<file path="config.mk">
export PLATFORM = sky130hd
export DESIGN_NAME = response_transmitter
export DESIGN_NICKNAME = d
export VERILOG_FILES = /design/src/rtl/response_transmitter.sv
export SDC_FILE = /design/constraint.sdc
export NUM_CORES = 1
export LEC_CHECK = 0
export ABC_AREA = 1
export ABC_CLOCK_PERIOD_IN_PS = 3400
export BUFFER_PORTS_ARGS = -buffer_cell sky130_fd_sc_hd__buf_4
export CORE_MARGIN = 1.5
export CORE_UTILIZATION = 45
export CTS_BUF_LIST = sky130_fd_sc_hd__clkbuf_4 sky130_fd_sc_hd__clkbuf_8
export DETAILED_ROUTE_END_ITERATION = 6
export PLACE_DENSITY = 0.62
export SYNTH_ARGS = -nofsm -noshare
export SYNTH_HDL_FRONTEND = slang
export SYNTH_SLANG_ARGS = --single-unit
</file>
<file path="constraint.sdc">
create_clock -name clock -period 3.4 [get_ports clock]
set_input_delay 0.17 -clock clock [delete_from_list [all_inputs] [get_ports clock]]
set_output_delay 0.17 -clock clock [all_outputs]
set_load 0.01 [all_outputs]
</file>
<file path="src/rtl/response_transmitter.sv">
// rtl/response_transmitter.sv - two-byte 8N1 response serializer with a one-entry pending buffer
module response_transmitter #(
    parameter int CLOCK_FREQ = 50000000,
    parameter int BAUD_RATE  = 9600
) (
    input  logic       clock,
    input  logic       reset_n,
    input  logic       finished,
    input  logic [7:0] response_code,
    input  logic [7:0] response,
    output logic       tx,
    output logic       busy,
    output logic       overrun
);

    localparam int CLKS_PER_BIT = CLOCK_FREQ / BAUD_RATE;
    localparam int CNT_W = (CLKS_PER_BIT > 1) ? $clog2(CLKS_PER_BIT) : 1;
    localparam logic [CNT_W-1:0] CNT_LAST = CNT_W'(CLKS_PER_BIT - 1);

    typedef enum logic [1:0] {IDLE, START, DATA, STOP} state_t;

    state_t           state;
    logic [CNT_W-1:0] clk_cnt;
    logic [2:0]       bit_idx;
    logic             byte_idx;
    logic [7:0]       act_code;
    logic [7:0]       act_value;
    logic             pend_valid;
    logic [7:0]       pend_code;
    logic [7:0]       pend_value;

    logic       bit_end;
    logic       frame_end;
    logic [7:0] cur_byte;

    assign bit_end   = (clk_cnt == CNT_LAST);
    assign frame_end = (state == STOP) && byte_idx && bit_end;
    assign cur_byte  = byte_idx ? act_value : act_code;

    always_ff @(posedge clock or negedge reset_n) begin
        if (!reset_n) begin
            state      <= IDLE;
            clk_cnt    <= '0;
            bit_idx    <= 3'd0;
            byte_idx   <= 1'b0;
            act_code   <= 8'd0;
            act_value  <= 8'd0;
            pend_valid <= 1'b0;
            pend_code  <= 8'd0;
            pend_value <= 8'd0;
            tx         <= 1'b1;
            busy       <= 1'b0;
            overrun    <= 1'b0;
        end else begin
            overrun <= 1'b0;

            // Requests arriving mid-frame go to the pending slot; the frame-end
            // cycle is handled in STOP so pop and push can happen together.
            if ((state != IDLE) && finished && !frame_end) begin
                if (!pend_valid) begin
                    pend_valid <= 1'b1;
                    pend_code  <= response_code;
                    pend_value <= response;
                end else begin
                    overrun <= 1'b1;
                end
            end

            case (state)
                IDLE: begin
                    if (finished) begin
                        act_code  <= response_code;
                        act_value <= response;
                        state     <= START;
                        tx        <= 1'b0;
                        busy      <= 1'b1;
                        clk_cnt   <= '0;
                        bit_idx   <= 3'd0;
                        byte_idx  <= 1'b0;
                    end
                end
                START: begin
                    if (bit_end) begin
                        clk_cnt <= '0;
                        bit_idx <= 3'd0;
                        state   <= DATA;
                        tx      <= cur_byte[0];
                    end else begin
                        clk_cnt <= clk_cnt + CNT_W'(1);
                    end
                end
                DATA: begin
                    if (bit_end) begin
                        clk_cnt <= '0;
                        if (bit_idx == 3'd7) begin
                            state <= STOP;
                            tx    <= 1'b1;
                        end else begin
                            bit_idx <= bit_idx + 3'd1;
                            tx      <= cur_byte[bit_idx + 3'd1];
                        end
                    end else begin
                        clk_cnt <= clk_cnt + CNT_W'(1);
                    end
                end
                STOP: begin
                    if (bit_end) begin
                        clk_cnt <= '0;
                        bit_idx <= 3'd0;
                        if (!byte_idx) begin
                            byte_idx <= 1'b1;
                            state    <= START;
                            tx       <= 1'b0;
                        end else if (pend_valid) begin
                            act_code   <= pend_code;
                            act_value  <= pend_value;
                            byte_idx   <= 1'b0;
                            state      <= START;
                            tx         <= 1'b0;
                            pend_valid <= finished;
                            if (finished) begin
                                pend_code  <= response_code;
                                pend_value <= response;
                            end
                        end else if (finished) begin
                            act_code  <= response_code;
                            act_value <= response;
                            byte_idx  <= 1'b0;
                            state     <= START;
                            tx        <= 1'b0;
                        end else begin
                            byte_idx <= 1'b0;
                            state    <= IDLE;
                            tx       <= 1'b1;
                            busy     <= 1'b0;
                        end
                    end else begin
                        clk_cnt <= clk_cnt + CNT_W'(1);
                    end
                end
                default: state <= IDLE;
            endcase
        end
    end

endmodule

</file>
## Yosys cells after proc, flatten, opt, wreduce, memory -nomap -nowiden

Cells that the tools add are included.

| operators by class | value |
|---|---|
| equality and inequality tests | 15 |
| add/subtract/negate cells | 2 |
| reduce and logical (&&, ||, !) cells | 16 |
| mux-type cells | 69 |
| magnitude comparators | 1 |

Operator list:

| kind | count |
|---|---|
| 2-to-1 mux 8 bit | 23 |
| case mux 8 bit (2 select lines) | 2 |
| 2-to-1 mux 1 bit | 26 |
| 2-to-1 mux 13 bit | 2 |
| case mux 13 bit (2 select lines) | 1 |
| inequality test 2 bit, second input constant | 9 |
| adder 13 x 1 -> 13 bit, second input constant | 1 |
| equality test 13 bit, second input constant | 1 |
| 2-to-1 mux 3 bit | 4 |
| 2-to-1 mux 2 bit | 5 |
| case mux 3 bit (3 select lines) | 1 |
| case mux 2 bit (4 select lines) | 1 |
| AND reduction 4 bit | 2 |
| AND reduction 3 bit | 2 |
| AND reduction 6 bit | 1 |
| AND reduction 5 bit | 1 |
| equality test 2 bit, second input constant | 2 |
| logical AND 1 bit | 4 |
| < comparator 3 x 4 -> 1 bit, second input constant | 1 |
| case mux 1 bit (2 select lines) | 2 |
| case mux 1 bit (4 select lines) | 1 |
| nonzero test 2 bit | 2 |
| adder 3 x 1 -> 3 bit, second input constant | 1 |
| binary-select mux 1 bit (select 3 bit) | 1 |
| 7 further kinds | 7 |

| storage, ports and cells | value |
|---|---|
| bits in registers | 55 |
| output and inout port bits | 3 |
| word-level logic and storage cells | 115 |
| bits of input ports | 19 |

## Depth between registers and ports, before layout

Gate-level depths: netlist (run 1).

| logic depth | value |
|---|---|
| depth after elaboration | 11 |
| mapped depth | 12 |
| depth with buffers taken out | 11 |

## Worst setup path before layout (run 1)

No wires, ideal clock.

| timing path | value |
|---|---|
| path type | reg2reg |
| from | register state[0] |
| to | register clk_cnt[10] |
| cell stages (with the launch flop) | 9 |
| required time | 3.269 ns |
| library setup time | 0.131 ns |
| arrival time | 1.455 ns |
| path buffers | 2 |
| path slack | 1.814 ns |
| clock period less this slack | 1.586 ns |
| cell sequence | dfrtp_1 inv_1 ha_1 buf_2 inv_1 nor2_1 inv_1 clkbuf_1 o22ai_1 |

| on the way | value |
|---|---|
| word-level cells in the longest chain between the ends | 3 |
| elaborated cells on any way between the ends | 7 |
| classes of those cells | eq/ne (4); mux (1); reduce/logical (2) |

RTL lines:

| what | RTL line | source |
|---|---|---|
| start: declaration | 22 | `state_t state;` |
| start signal: assignment | 42 | `state <= IDLE;` |
| start signal: assignment | 74 | `state <= START;` |
| start signal: assignment | 86 | `state <= DATA;` |
| equality test 2 bit or equality test 2 x 1 -> 1 bit (tied branches) | 69 | `case (state)` |
| OR reduction 3 bit (no source line) | n/a |  |
| case mux 13 bit (2 select lines) | 69 |  |
| end signal: assignment | 89 | `clk_cnt <= clk_cnt + CNT_W'(1);` |
| end signal: assignment | 103 | `clk_cnt <= clk_cnt + CNT_W'(1);` |
| end signal: assignment | 138 | `clk_cnt <= clk_cnt + CNT_W'(1);` |
| end: declaration | 23 | `logic [CNT_W-1:0] clk_cnt;` |

Several ways; a longest one is shown, not always the timed one.
A chain may end at the register's enable or synchronous reset.

## Worst setup path after layout (run 1)

| timing path | value |
|---|---|
| from | register pend_valid |
| to | register act_value[7] |

| on the way | value |
|---|---|
| word-level cells in the longest chain between the ends | 4 |

RTL lines:

| what | RTL line | source |
|---|---|---|
| start: declaration | 28 | `logic pend_valid;` |
| start signal: assignment | 120 | `pend_valid <= finished;` |
| 2-to-1 mux 8 bit | 114 | `end else if (pend_valid) begin` |
| 2-to-1 mux 8 bit | 110 | `if (!byte_idx) begin` |
| 2-to-1 mux 8 bit | 107 | `if (bit_end) begin` |
| case mux 8 bit (2 select lines) | 69 |  |
| end signal: assignment | 73 | `act_value <= response;` |
| end signal: assignment | 116 | `act_value <= pend_value;` |
| end signal: assignment | 127 | `act_value <= response;` |
| end: declaration | 27 | `logic [7:0] act_value;` |

Every way passes these cells. The select of a mux whose other input is x is not followed.

==> impl_metrics.toml, run 1 <==
[floorplanning]
initial_core_util = 0.466
core_area_um2 = 7770
rows = 32
die_x_um = 92.7
ios = 22
die_y_um = 92.7
fp.dieArea_um2 = 8580

[logic_synthesis]
synth-edff-count = 0
synth_commonest_cells = "180 x nand2_1, 62 x nand3_1, 57 x inv_1, 54 x dfrtp_1, 32 x o21ai_0"
synth_top_area_frac = 0.374
yosys.area.top_type = "dfrtp_1"
synth_area_leaders = "dfrtp_1 37%, nand2_1 19%, nand3_1 8.6%, inv_1 5.9%, o21ai_0 4.4%"
ys.flop_type = "dfrtp_1"
synthCells = 527
synthArstFlopShare = 1.00
synth.distinct_cells = 31
syn_area_um2 = 3620
synth_most_common_cell = "nand2_1"
yosys_warnings = 0
ys_seq_area_frac = 0.381
syn_area_per_cell_um2 = 6.86
ys_ff_latch = 55
synth_nets = 553

[cells_and_area]
num-fill-cells = 812
area_growth_pct = 7.30
nNetsFinal = 558
drive_gt1_frac = 0.103
n_antenna_cell = 0
design_area_um2 = 3880
finalNonFillerCells = 635

[critical_path]
arrival_ns = 2.44
crit_family = "simple AND/OR/NAND/NOR gates"
start_kind = "flip-flop"
crit_buf_inv = 0
worstPathCellList = "nand2_1 -> o211ai_1 -> o21ai_0 -> o21ai_1"
path_class = "flip-flop to flip-flop"
max_stage_delay_ns = 0.76
crit_required_ns = 3.64
cp_slowest_cell = "nand2_1"
crit_path_max_fanout = 32
end_kind = "flip-flop"

[placed_design]
routabilityCongestion = 0.808
hpwlAfterDp_mm = 6.11
pre_cts_slack_ns = 1.20
dp_cells = 626
placement.io_buffers = 21
dpl_cell_area_um2 = 3780

[clock_network]
cts_made_buffers = 5
post_cts_resized = 0
cts_tree = "built"
clk_latency_ns = 0.32
post_cts_buffers = 0
path_clk_slew_ns = 0.11
clock_sinks = 55
clockRootBuffer = "clkbuf_8"
cts.path.max_buffers = 2
htree_levels = 2

[pwr]
switching_share = 0.460
netSwitchingPower_mw = 1.27
max-vdd-ir-drop_mv = 0.334
p_int_mw = 1.49
power.leakage_nw = 1.93
power_density_nw_per_um2 = 712
finalPower_mw = 2.76
pwr-share-comb = 0.473
pwr-share-seq = 0.388
clockPowerShare = 0.139

[routing]
vias_per_cell = 5.30
drtPass1Iterations = 4
dr.first_iter.drc_count = 193
route.vias.total = 3368
post_drt_wl_per_cell_um = 14.3
drc = 0
antenna_left = 0
routed_wl_mm = 9.09

[run_status]
outcome = "complete, no violations"

[global_route]
grt_max_degree = 56
gr-total-overflow = 0
antenna_found_initial = 0
grt_pass1_wl_mm = 15.5
grt_pass1_vias = 3277
track_usage = 0.227

[run]
max-cap-violations = 0

[worst_hold_path]
min-delay-path-class = "primary input to flip-flop"

[timing]
fin_crit_ns = 2.20
fin_ws_ns = 1.20
fin_crit_sh = 0.646
fin_skew_ns = 0.0117
worstMarginPinSlew_ns = 0.986
rsz0062_at_grt = "no"
finalMaxSlewViolations = 0
max_freq_mhz = 455
hold_viol = 0
slew-limit-headroom = 0.341
finalSetupViolCount = 0
finalSetupTns_ns = 0
-- layout by cell type, fill, tap and decap left out, drive strengths merged, types with 2 or more instances in the layout --
master  instances
a21oi           5
buf            21
clkbuf          7
clkinv          4
dfrtp          54
ha              7
inv            62
nand2         185
nand3          70
nand4          10
nor2           25
nor3            4
o211ai         11
o21ai          51
o22ai           7
o31ai           2
xor2            3
-- through the flow --
| step | hold WS (ns) | util |
|---|---|---|
| 3_3_place_gp | 0.280 | 0.487 |
| 5_1_grt | 0.192 | 0.500 |
| 4_1_cts | 0.176 | 0.500 |
| 6_report | 0.180 | 0.500 |
| 3_5_place_dp | 0.284 | 0.487 |
| 2_1_floorplan | -0.126 | - |
-- power groups by stage --
stage / clock network [mW] / logic [mW] / registers [mW]
after global placement: 0 / 1.28 / 1.07
after detailed placement: 0 / 1.31 / 1.08
after global routing: 0.422 / 1.52 / 1.10
after floorplan: 0 / 1.07 / 1.01
after CTS: 0.396 / 1.31 / 1.07
final: 0.385 / 1.31 / 1.07
-- cells by family (layout without fill, tap and decap cells) --
logic type      after synthesis  in the layout  share of synthesized area
fa+ha+maj                     7              7                     0.0242
xor+xnor                      3              3                    0.00727
simple gates                296            296                      0.367
compound gates               77             77                      0.120
flops                        55             55                      0.381
buf+inv                      89             95                      0.101
-- per-layer routing --
layer,track usage,vias up,part of all wire
met5,0,-,0
met3,0.0411,14,0.039
met4,0.0657,0,0.021
met2,0.379,67,0.46
li1,-,1716,-
met1,0.301,1571,0.47
-- path summary, 6_finish.rpt --
check,from,end,slack (ns),cells past startpoint
worst max register to register,pend_valid$_DFF_PN0_,act_value[7]$_DFFE_PN0P_,1.20,4
worst min-delay path,response_code[3],pend_code[3]$_DFF_PN0_,0.18,5
worst max-delay path,pend_valid$_DFF_PN0_,act_value[7]$_DFFE_PN0P_,1.20,4
max in group asynchronous,reset_n,pend_code[1]$_DFF_PN0_,2.48,2
min in group asynchronous,reset_n,pend_code[3]$_DFF_PN0_,0.44,2
worst min register to register,tx$_DFFE_PN1P_,tx$_DFFE_PN1P_,0.48,2
-- worst reg2reg max path: cells and delay by family, from the launching register on --
family / cells / cell delay (ns)
compound gates: 3 / 0.61
flops: 1 / 0.75
simple gates: 1 / 0.77
-- registers in the layout (all words and copies together), names as in the netlist, 2 cells and up --
register and cells:
act_code 8, act_value 8, bit_idx 3, clk_cnt 13, pend_code 8, pend_value 8, state 2
-- timing repair --
item | CTS | global route
setup endpoints to repair | 0 | 0
hold buffers | 1 | 0
hold endpoints to repair | 54 | 0
-- final cells by class --
class / count / area [um^2] / share of cell area
clock inverters: 1 / 5.00 / 0.00129
flip-flops and latches: 55 / 1380 / 0.355
inverters: 65 / 244 / 0.0629
well taps: 102 / 128 / 0.0329
repair buffers: 22 / 168 / 0.0432
multi-input cells: 383 / 1880 / 0.483
clock buffers: 7 / 83.8 / 0.0216
(Power assumes the default switching activity.)
==> run 2, diff against run 1 <==
--- a/config.mk
+++ b/config.mk
@@ -6,7 +6,7 @@
 export NUM_CORES = 1
 export LEC_CHECK = 0
 export ABC_AREA = 1
-export ABC_CLOCK_PERIOD_IN_PS = 3400
+export ABC_CLOCK_PERIOD_IN_PS = 2300
 export BUFFER_PORTS_ARGS = -buffer_cell sky130_fd_sc_hd__buf_4
 export CORE_MARGIN = 1.5
 export CORE_UTILIZATION = 45
==> constraint.sdc (replaced) <==
create_clock -name clock -period 2.3 [get_ports clock]
set_input_delay 0.115 -clock clock [delete_from_list [all_inputs] [get_ports clock]]
set_output_delay 0.115 -clock clock [all_outputs]
set_load 0.01 [all_outputs]
==> impl_metrics.toml, run 2 (synthesis results as in run 1) <==
[cells_and_area]
area_growth_pct = 9.69
finalNonFillerCells = 644
n_antenna_cell = 0
drive_gt1_frac = 0.118
top_register = "clk_cnt"
largest_reg_flops = 13
num-fill-cells = 796
post-route-util = 0.511
layout_commonest_cell = "nand2_1"
mostFrequentLayoutCells = "180 x nand2_1, 62 x nand3_1, 57 x inv_1"
nNetsFinal = 568

[placed_design]
placement.io_buffers = 21
dp_cells = 636
hpwlAfterDp_mm = 6.49
routabilityCongestion = 0.834

[worst_hold_path]
min-delay-path-class = "primary input to flip-flop"
hold_depth = 5
hold_end = "pend_code[3]$_DFF_PN0_"
min_from = "response_code[3]"

[pwr]
netSwitchingPower_mw = 1.90
switching_share = 0.451
clockPowerShare = 0.132
max-vdd-ir-drop_mv = 0.458
p_int_mw = 2.31
finalPower_mw = 4.20
pwr-share-seq = 0.373
power_density_nw_per_um2 = 1060
power.leakage_nw = 1.98
pwr-share-comb = 0.495

[routing]
routed_wl_mm = 9.22
dr.first_iter.drc_count = 181
antenna_left = 0
drc = 0
vias_per_cell = 5.35
drtPass1Iterations = 5
route.vias.total = 3444
post_drt_wl_per_cell_um = 14.3

[global_route]
grt_pass1_vias = 3280
grt_busiest_layer = "met2"
grt_pass1_wl_mm = 15.9
grt_max_degree = 56
track_usage = 0.233
gr-total-overflow = 0
grtUsageMet3 = 0.0345
gr-usage-met1 = 0.317
antenna_found_initial = 0
use_met2 = 0.388

[clock_network]
clock_sinks = 55
clk_latency_ns = 0.31
cts_tree = "built"
cts_made_buffers = 5
htree_levels = 2
path_clk_slew_ns = 0.10
cts.path.max_buffers = 2
clockRootBuffer = "clkbuf_8"

[critical_path]
crit_start = "state[0]$_DFFE_PN0P_"
crit_required_ns = 2.51
path_class = "flip-flop to flip-flop"
r2r_slack_ns = 0.36
arrival_ns = 2.15
rr_worst_depth = 8
end_kind = "flip-flop"
crit_path_max_fanout = 14
reg2reg_from = "state[0]$_DFFE_PN0P_"
start_kind = "flip-flop"
regToRegEndpoint = "busy$_DFFE_PN0P_"

[timing]
rsz0062_at_grt = "no"
fin_skew_ns = 0.0140
fin_crit_sh = 0.845
worstMarginPinSlew_ns = 0.718
hold_ws_ns = 0.135
finalSetupTns_ns = 0
finalMaxSlewViolations = 0
fin_crit_ns = 1.94
hold_viol = 0
finalSetupViolCount = 0
slew-limit-headroom = 0.522
max_freq_mhz = 515

[floorplanning]
ios = 22
rows = 32
fp.dieArea_um2 = 8580
die_y_um = 92.7
core_area_um2 = 7770
die_x_um = 92.7
initial_core_util = 0.466

[run_status]
outcome = "complete, no violations"

[run]
max-cap-violations = 0
-- run 2: cell count changes in the layout (fill, tap and decap cells not counted) --
cell      change
buf_4         +9
clkbuf_4      -2
buf_12        +1
clkbuf_8      +1
-- run 2: layer usage --
layer	vias to the layer above	share of wire
met1	1620	0.48
met5	-	0
met2	69	0.47
met4	0	0.016
met3	15	0.037
li1	1740	-
-- run 2: how the worst max path moves through the flow --
stage | to | slack, ns | cells after the start
after detailed placement | busy$_DFFE_PN0P_ | 0.35 | 8
after CTS | busy$_DFFE_PN0P_ | 0.36 | 8
final | busy$_DFFE_PN0P_ | 0.36 | 8
after global placement | pend_code[5]$_DFF_PN0_ | 0.46 | 11
after floorplan | clk_cnt[10]$_DFFE_PN0P_ | 0.71 | 8
after global routing | busy$_DFFE_PN0P_ | 0.18 | 8
-- run 2: power groups by stage --
stage / Sequential [mW] / Combinational [mW] / Clock (mW)
floorplan: 1.50 / 1.58 / 0
global placement: 1.57 / 2.03 / 0
detailed placement: 1.58 / 2.07 / 0
CTS: 1.56 / 2.08 / 0.571
global route: 1.61 / 2.40 / 0.600
finish: 1.57 / 2.08 / 0.556
-- run 2: stage by stage --
step,cell area [um^2],worst slack (ns)
finish,3970,0.357
global route,3970,0.176
CTS,3970,0.359
detailed placement,3870,0.351
global placement,3870,0.460
floorplan,3620,0.714
-- run 2: what timing repair did --
item | in CTS | in global routing
hold buffers | 1 | 0
setup buffers | 0 | 0
resized for setup | 0 | 0
hold endpoints to repair | 54 | 0
-- run 2: worst max-delay path, cell delays in order (launching register included) --
cell	delay (ns)
dfrtp_1	0.44
inv_1	0.09
ha_1	0.28
inv_1	0.12
nor2_1	0.08
inv_1	0.39
nand3b_1	0.20
o21ai_0	0.18
nand2_1	0.06
-- run 2: area by class of cell --
type | instances | area [um^2] | share of cell area
multi-input combinational | 383 | 1880 | 0.473
sequential | 55 | 1380 | 0.347
timing repair buffer | 32 | 255 | 0.0643
tap | 102 | 128 | 0.0322
inverter | 65 | 244 | 0.0615
clock buffer | 6 | 82.6 | 0.0208
clock inverter | 1 | 5.00 | 0.00126
==> run 3, diff against run 2 <==
--- a/config.mk
+++ b/config.mk
@@ -6,13 +6,13 @@
 export NUM_CORES = 1
 export LEC_CHECK = 0
 export ABC_AREA = 1
-export ABC_CLOCK_PERIOD_IN_PS = 2300
+export ABC_CLOCK_PERIOD_IN_PS = 1550
 export BUFFER_PORTS_ARGS = -buffer_cell sky130_fd_sc_hd__buf_4
 export CORE_MARGIN = 1.5
 export CORE_UTILIZATION = 45
 export CTS_BUF_LIST = sky130_fd_sc_hd__clkbuf_4 sky130_fd_sc_hd__clkbuf_8
 export DETAILED_ROUTE_END_ITERATION = 6
-export PLACE_DENSITY = 0.62
+export PLACE_DENSITY = 0.64
 export SYNTH_ARGS = -nofsm -noshare
 export SYNTH_HDL_FRONTEND = slang
 export SYNTH_SLANG_ARGS = --single-unit
==> constraint.sdc (replaced) <==
create_clock -name clock -period 1.55 [get_ports clock]
set_input_delay 0.0775 -clock clock [delete_from_list [all_inputs] [get_ports clock]]
set_output_delay 0.0775 -clock clock [all_outputs]
set_load 0.01 [all_outputs]
==> impl_metrics.toml, run 3 (synthesis results as in run 1) <==
[run_status]
outcome = "finished with violations"
violations = "setup timing"

[placed_design]
hpwlAfterDp_mm = 6.92
routabilityCongestion = 0.902
placement.io_buffers = 21

[timing]
fin_ws_ns = -0.135
finalMaxSlewViolations = 0
hold_viol = 0
fin_crit_sh = 1.09
hold_ws_ns = 0.0938
rsz0062_at_grt = "yes"
finalSetupViolCount = 42
fin_skew_ns = 0.00632
slew-limit-headroom = 0.774
max_freq_mhz = 593
worstMarginPinSlew_ns = 0.339
fin_crit_ns = 1.69

[floorplanning]
die_y_um = 92.7
ios = 22
initial_core_util = 0.466
fp.dieArea_um2 = 8580
die_x_um = 92.7
rows = 32
core_area_um2 = 7770

[cells_and_area]
layout_commonest_cell = "nand2_1"
top_register = "clk_cnt"
drive_gt1_frac = 0.263
n_antenna_cell = 0
mostFrequentLayoutCells = "175 x nand2_1, 75 x buf_4, 54 x dfrtp_1"
post-route-util = 0.607
num-fill-cells = 711
area_growth_pct = 30.3
largest_reg_flops = 13
nNetsFinal = 621

[clock_network]
clock_sinks = 55
cts_made_buffers = 5
cts_tree = "built"
clk_latency_ns = 0.31
cts.path.max_buffers = 2
path_clk_slew_ns = 0.10
clockRootBuffer = "clkbuf_8"
htree_levels = 2

[global_route]
grt_pass1_vias = 3575
antenna_found_initial = 0
gr-total-overflow = 0
grt_pass1_wl_mm = 16.7
track_usage = 0.242
grt_max_degree = 33

[worst_hold_path]
min-delay-path-class = "primary input to flip-flop"

[critical_path]
crit_family = "simple AND/OR/NAND/NOR gates"
end_kind = "flip-flop"
crit_required_ns = 1.76
r2r_slack_ns = -0.14
max_stage_delay_ns = 0.41
crit_path_max_fanout = 5
worstPathCellList = "ha_4 -> nand2_4 -> inv_4 -> nand3_4 -> nor2_4 -> nand4_1 -> nor2_4 -> clkbuf_16 -> nand3_1 -> nand2_1 -> inv_1"
crit_path_frequent_cell = "nor2_4"
start_kind = "flip-flop"
crit_buf_inv = 3
arrival_ns = 1.90
cp_slowest_cell = "dfrtp_1"
path_class = "flip-flop to flip-flop"

[pwr]
max-vdd-ir-drop_mv = 0.771
power_density_nw_per_um2 = 1560
finalPower_mw = 7.35
power.leakage_nw = 2.31

[run]
max-cap-violations = 0

[routing]
drtPass1Iterations = 4
route.vias.total = 3673
vias_per_cell = 5.26
routed_wl_mm = 9.93
post_drt_wl_per_cell_um = 14.2
drc = 0
dr.first_iter.drc_count = 165
antenna_left = 0
run 3: cell count changes in the layout (fill, tap and decap cells not counted), sizes merged:
cell	before	now
inv	62	63
clkbuf	6	7
buf	31	83
clkinv	4	2
bufinv	0	1
clkinvlp	0	1
run 3: worst register-to-register path: cells and delay by family, from the launching register on:
family / cells / cell delay [ns]
fa+ha+maj: 1 / 0.18
buf+inv: 3 / 0.28
flops: 1 / 0.41
simple gates: 7 / 0.71
run 3: through the flow:
step	setup WS, ns	instance area, um^2	cells	TNS (ns)
global placement	-0.0577	4290	682	-1.18
detailed placement	-0.0853	4290	682	-1.84
global route	-0.247	4710	698	-7.76
finish	-0.135	4710	698	-2.17
floorplan	0.0103	3620	527	0
CTS	-0.0570	4520	693	-0.493
run 3: timing repair:
item / 4_1_cts / 5_1_grt
buffers inserted: 2 / 4
gates cloned: 0 / 1
setup endpoints to repair: 48 / 52
gates resized for setup: 20 / 36
hold endpoints to repair: 55 / 0
hold buffers: 1 / 0
pin swaps: 11 / 23
run 3: area by class of cell:
cell class / instances / area [um^2] / share of cell area
clock buffers: 6 / 82.6 / 0.0175
inverters: 65 / 250 / 0.0531
clock inverters: 2 / 35.0 / 0.00743
multi-input cells: 383 / 2090 / 0.444
flip-flops and latches: 55 / 1380 / 0.292
well taps: 102 / 128 / 0.0271
repair buffers: 85 / 749 / 0.159
run 3: final timing paths:
check                                  startpoint                       to  cells after the start
hold / removal                        response[4]  pend_value[4]$_DFF_PN0_                      5
setup reg to reg           clk_cnt[0]$_DFFE_PN0P_   pend_code[5]$_DFF_PN0_                     11
min in group asynchronous                 reset_n   clk_cnt[9]$_DFFE_PN0P_                      2
hold reg to reg                    tx$_DFFE_PN1P_           tx$_DFFE_PN1P_                      2
max in group asynchronous                 reset_n   pend_code[2]$_DFF_PN0_                      3
setup / recovery           clk_cnt[0]$_DFFE_PN0P_   pend_code[5]$_DFF_PN0_                     11
run 3: power breakdown:
part	leakage (nW)	total [mW]	switching, mW	internal (mW)
registers	0.707	2.30	0.376	1.93
clock network	0.0612	1.02	0.492	0.524
logic	1.54	4.03	2.26	1.77
run 3: metal layers:
metal  wire length (um)  track usage
met5                  0            0
met4                135       0.0455
met3                516       0.0328
met2               4880        0.434
met1               4400        0.312
